[config.mk]
export PLATFORM = sky130hd
export DESIGN_NAME = lm_sm_mem_sequencer
export DESIGN_NICKNAME = d
export VERILOG_FILES = /design/src/rtl/lm_sm_mem_sequencer_pkg.sv /design/src/rtl/lm_sm_mem_sequencer.sv
export SDC_FILE = /design/constraint.sdc
export NUM_CORES = 1
export LEC_CHECK = 0
export ABC_AREA = 1
export CORE_MARGIN = 4
export CORE_UTILIZATION = 40
export CTS_CLUSTER_SIZE = 28
export DETAILED_ROUTE_END_ITERATION = 8
export PLACE_DENSITY = 0.78
export SLEW_MARGIN = 40
export SYNTH_ARGS = -nofsm -noshare
export SYNTH_HDL_FRONTEND = slang
export SYNTH_SLANG_ARGS = --single-unit
[constraint.sdc]
create_clock -name clk -period 2 [get_ports clk]
set_clock_uncertainty 0.2 [all_clocks]
set_input_delay 0.2 -clock clk [delete_from_list [all_inputs] [get_ports clk]]
set_output_delay 0.2 -clock clk [all_outputs]
set_load 0.02 [all_outputs]
[src/rtl/lm_sm_mem_sequencer_pkg.sv]
// Shared definitions for the LM/SM memory-stage sequencer: FSM encoding and
// the architectural register count.
package lm_sm_mem_sequencer_pkg;

  typedef enum logic [1:0] {
    ST_IDLE = 2'd0,
    ST_XFER = 2'd1,
    ST_DONE = 2'd2
  } seq_state_e;

  localparam int unsigned MAX_REGS = 8;

endpackage

[src/rtl/lm_sm_mem_sequencer.sv]
// Memory-stage sequencer for load-multiple / store-multiple: walks the register
// indices from the priority encoder, issuing one word access per register.
module lm_sm_mem_sequencer
  import lm_sm_mem_sequencer_pkg::*;
(
  input  logic        clk,
  input  logic        rst,
  input  logic        start,
  input  logic        is_store,
  input  logic [15:0] base_addr,
  input  logic        mask_empty,
  input  logic        reg_valid,
  input  logic [2:0]  reg_idx,
  input  logic        reg_last,
  output logic        reg_ready,
  output logic [15:0] mem_addr,
  output logic        mem_re,
  output logic        mem_we,
  output logic [15:0] mem_wdata,
  input  logic        mem_ready,
  input  logic [15:0] mem_rdata,
  output logic [2:0]  rf_raddr,
  input  logic [15:0] rf_rdata,
  output logic        rf_we,
  output logic [2:0]  rf_waddr,
  output logic [15:0] rf_wdata,
  output logic        busy,
  output logic        done
);

  seq_state_e  state_q;
  logic        is_store_q;
  logic [15:0] addr_cnt_q;
  logic [3:0]  xfer_cnt_q;
  logic [3:0]  xfer_cnt_d;
  logic        rf_we_q;
  logic [2:0]  rf_waddr_q;
  logic [15:0] rf_wdata_q;

  logic        xfer_active;
  logic        handshake;
  logic        overflow;

  always_comb begin
    xfer_active = (state_q == ST_XFER);
    reg_ready   = xfer_active & mem_ready;
    handshake   = reg_valid & reg_ready;
    xfer_cnt_d  = xfer_cnt_q + 4'd1;
    // A handshake beyond MAX_REGS means the generator never flagged its last
    // register; force completion rather than run on indefinitely.
    overflow    = (xfer_cnt_q >= 4'(MAX_REGS));
  end

  always_ff @(posedge clk) begin
    if (!rst) begin
      state_q    <= ST_IDLE;
      is_store_q <= 1'b0;
      addr_cnt_q <= '0;
      xfer_cnt_q <= '0;
      rf_we_q    <= 1'b0;
      rf_waddr_q <= '0;
      rf_wdata_q <= '0;
    end else begin
      rf_we_q <= 1'b0;
      case (state_q)
        ST_IDLE: begin
          if (start) begin
            is_store_q <= is_store;
            addr_cnt_q <= base_addr;
            xfer_cnt_q <= '0;
            state_q    <= mask_empty ? ST_DONE : ST_XFER;
          end
        end
        ST_XFER: begin
          if (handshake) begin
            addr_cnt_q <= addr_cnt_q + 16'd1;
            xfer_cnt_q <= xfer_cnt_d;
            if (!is_store_q) begin
              rf_we_q    <= 1'b1;
              rf_waddr_q <= reg_idx;
              rf_wdata_q <= mem_rdata;
            end
            if (reg_last || overflow) begin
              state_q <= ST_DONE;
            end
          end
        end
        ST_DONE: state_q <= ST_IDLE;
        default: state_q <= ST_IDLE;
      endcase
    end
  end

  assign mem_addr  = addr_cnt_q;
  assign mem_re    = xfer_active & reg_valid & ~is_store_q;
  assign mem_we    = xfer_active & reg_valid & is_store_q;
  assign mem_wdata = rf_rdata;
  assign rf_raddr  = reg_idx;
  assign rf_we     = rf_we_q;
  assign rf_waddr  = rf_waddr_q;
  assign rf_wdata  = rf_wdata_q;
  assign busy      = (state_q != ST_IDLE);
  assign done      = (state_q == ST_DONE);

endmodule

==> impl_metrics.json <==
{
  "status": "finished, final reports clean",
  "setup_viol": 0,
  "rsz0062_at_grt": "no",
  "gp_congestion": 0.786,
  "n_antenna_cell": 0,
  "fillerInstances": 543,
  "grt_use_total": 0.175,
  "syn_nets": 399,
  "arrival_ns": 1.46,
  "coreArea_mm2": 0.00557,
  "ir_drop_uv": 301,
  "ios": 119,
  "ys_ff_latch": 43,
  "hp-start": "rf_rdata[0]",
  "path_class": "reg2out",
  "initial_core_util": 0.416,
  "drc": 0,
  "netlist_instances": 337,
  "hold_violations": 0,
  "dp.cells": 470,
  "grt_pass1_wl_um": 10400,
  "netlist_area_mm2": 0.00232,
  "reg2reg_from": "state_q[1]",
  "dp_hpwl_um": 4550,
  "cts_sinks": 43,
  "stdcell_area_mm2": 0.00319,
  "grt-ovfl-total": 0,
  "finalPower_mw": 2.21,
  "wl_per_cell_um": 12.7,
  "synth_ff_type": "dfxtp_1",
  "synthToLayoutAreaGrowth_pct": 37.6,
  "synth_edf_count": 0,
  "power.share.clock": 0.256,
  "placed_area_mm2": 0.00310,
  "r2r-end": "xfer_cnt_q[0]",
  "drv_cap": 0,
  "regArea_um2": 861,
  "async_flop_share": 0,
  "worst_slew_pin_slew_ns": 0.597,
  "clock_latency_ns": 0.30,
  "synth_top_cell_by_area": "dfxtp_1",
  "post-route-period-util": 0.931,
  "holdBufCountCts": 0,
  "critical_path.max_fanout": 3,
  "p_sw_uw": 742,
  "viasPerCell": 4.90,
  "cts-htree-levels": 2,
  "numCtsBuffers": 5,
  "fin_nets": 467,
  "ant_nets": 0,
  "p_seq_frac": 0.451,
  "antenna_found_initial": 0,
  "synth.top_cell.area_share": 0.371,
  "multi_input_area_mm2": 0.00111,
  "preCtsSetupSlack_ns": 0.0674,
  "rows": 27,
  "hold_path.class": "in2out",
  "slew-limit-headroom": 0.601,
  "ys_types": 28,
  "fin_crit_ns": 1.86,
  "cp.required_ns": 1.60,
  "tns_ns": 0,
  "ys_warn_count": 0,
  "syn_avg_cell_area_um2": 6.88,
  "drtIter0Drc": 116,
  "rrSetupSlack_ns": 0.31,
  "internal_power_mw": 1.47,
  "die_y_um": 84.1,
  "fin_cells": 478,
  "cp-end-kind": "primary output",
  "final_layout_size_suffix_gt1_frac": 0.0640,
  "reg2reg_depth": 6,
  "vias": 2344,
  "dieArea_mm2": 0.00707,
  "slew_viol_final": 0,
  "worst_slack_ns": 0.139,
  "wirelength_um": 6050,
  "yosysSeqAreaShare": 0.371,
  "combinationalPowerShare": 0.293,
  "fmax_ghz": 0.537,
  "grt_pass1_vias": 2290,
  "leakagePower_nw": 1.19,
  "endpoint": "busy",
  "cts_tree": "done",
  "p_per_area_mw_per_mm2": 694,
  "grt_max_degree": 28,
  "root_buffer": "clkbuf_8",
  "clk_path_buf_depth": 2,
  "swShare": 0.335,
  "holdPathStages": 0,
  "synthTopCellsByArea": "dfxtp_1 37%, nand2_1 12%, a21oi_1 9.9%",
  "dr.pass1.iters": 4,
  "crit_start": "state_q[0]",
  "dieWidth_um": 84.1,
  "io_buffers": 86,
  "start_kind": "register",
  "path_clk_slew_ns": 0.09
}
==> worst min path at each step <==
stage                               end  slack (ns)
after floorplan             mem_addr[1]        0.16
after CTS                  mem_wdata[1]        0.20
after global routing      mem_wdata[11]        0.20
after detailed placement   mem_wdata[1]        0.20
final                      mem_wdata[0]        0.20
after global placement     mem_wdata[1]        0.20
==> cell type report <==
type	instances	share of cell area
sequential	43	0.270
multi-input combinational	232	0.348
inverter	27	0.0318
tap	72	0.0282
timing repair buffer	96	0.292
clock inverter	3	0.00785
clock buffer	5	0.0216
==> cell families (layout without fill, tap and decap cells) <==
group,after synthesis,after routing,share of synthesized area
AO/OA/AOI/OAI,66,66,0.146
adder cells (fa/ha/maj),3,3,0.0162
buffers and inverters,62,131,0.149
flip-flops,43,43,0.371
XOR/XNOR,5,5,0.0189
AND/OR/NAND/NOR,158,158,0.298
==> registers in the layout, summed over array words and instances, names as in the netlist <==
register	flops
mem_addr	16
rf_wdata	16
xfer_cnt_q	4
rf_waddr	3
state_q	2
is_store_q	1
rf_we	1
==> cell usage after synthesis (2+ instances only) <==
| master | count |
|---|---|
| a211oi_1 | 2 |
| nand2_1 | 72 |
| nor3_1 | 5 |
| xnor2_1 | 3 |
| nand2_2 | 2 |
| a21oi_1 | 46 |
| inv_1 | 25 |
| nor2_1 | 35 |
| buf_6 | 5 |
| nand3_1 | 35 |
| xor2_1 | 2 |
| o21ai_0 | 14 |
| ha_1 | 3 |
| clkbuf_1 | 6 |
| o21ai_1 | 2 |
| buf_2 | 3 |
| inv_2 | 2 |
| dfxtp_1 | 43 |
| nand4_1 | 3 |
| buf_4 | 19 |
| nor2_4 | 2 |
| buf_1 | 2 |
==> critical path: stages (launching register included) <==
cell and delay [ns]:
dfxtp_1 0.38, nor2_1 0.08, inv_2 0.09, clkdlybuf4s50_1 0.61
==> through the flow <==
stage | util | hold WS, ns
floorplan | - | 0.162
global placement | 0.556 | 0.200
detailed placement | 0.556 | 0.200
CTS | 0.572 | 0.200
global route | 0.572 | 0.200
finish | 0.572 | 0.200
==> power groups by stage <==
stage                     sequential (mW)  clock, mW  combinational, mW
final                               0.999      0.567              0.648
after global routing                 1.01      0.625              0.717
after CTS                           0.998      0.588              0.656
after detailed placement             1.02          0              0.655
after global placement               1.02          0              0.646
after floorplan                      1.07          0              0.373
==> placed cells by master (no fill, tap or decap), types with 3 or more instances in the layout <==
cell	count
nand4_1	3
a21oi_1	46
inv_1	25
xnor2_1	3
nor2_1	35
buf_4	10
clkbuf_8	5
dfxtp_1	43
dlygate4sd2_1	3
ha_1	3
o21ai_0	14
nor3_1	5
nand2_1	72
clkdlybuf4s50_1	83
nand3_1	35
==> layer usage <==
metal | global-route usage | part of all wire
met1 | 0.206 | 0.42
met2 | 0.305 | 0.51
met3 | 0.0454 | 0.054
met4 | 0.0614 | 0.017
met5 | 0 | 0
==> timing repair <==
action / in CTS / in global routing
endpoints found under the setup margin: 3 / 0
setup buffers: 0 / 0
gates resized for setup: 3 / 0
Power figures use the tool's default switching activity.
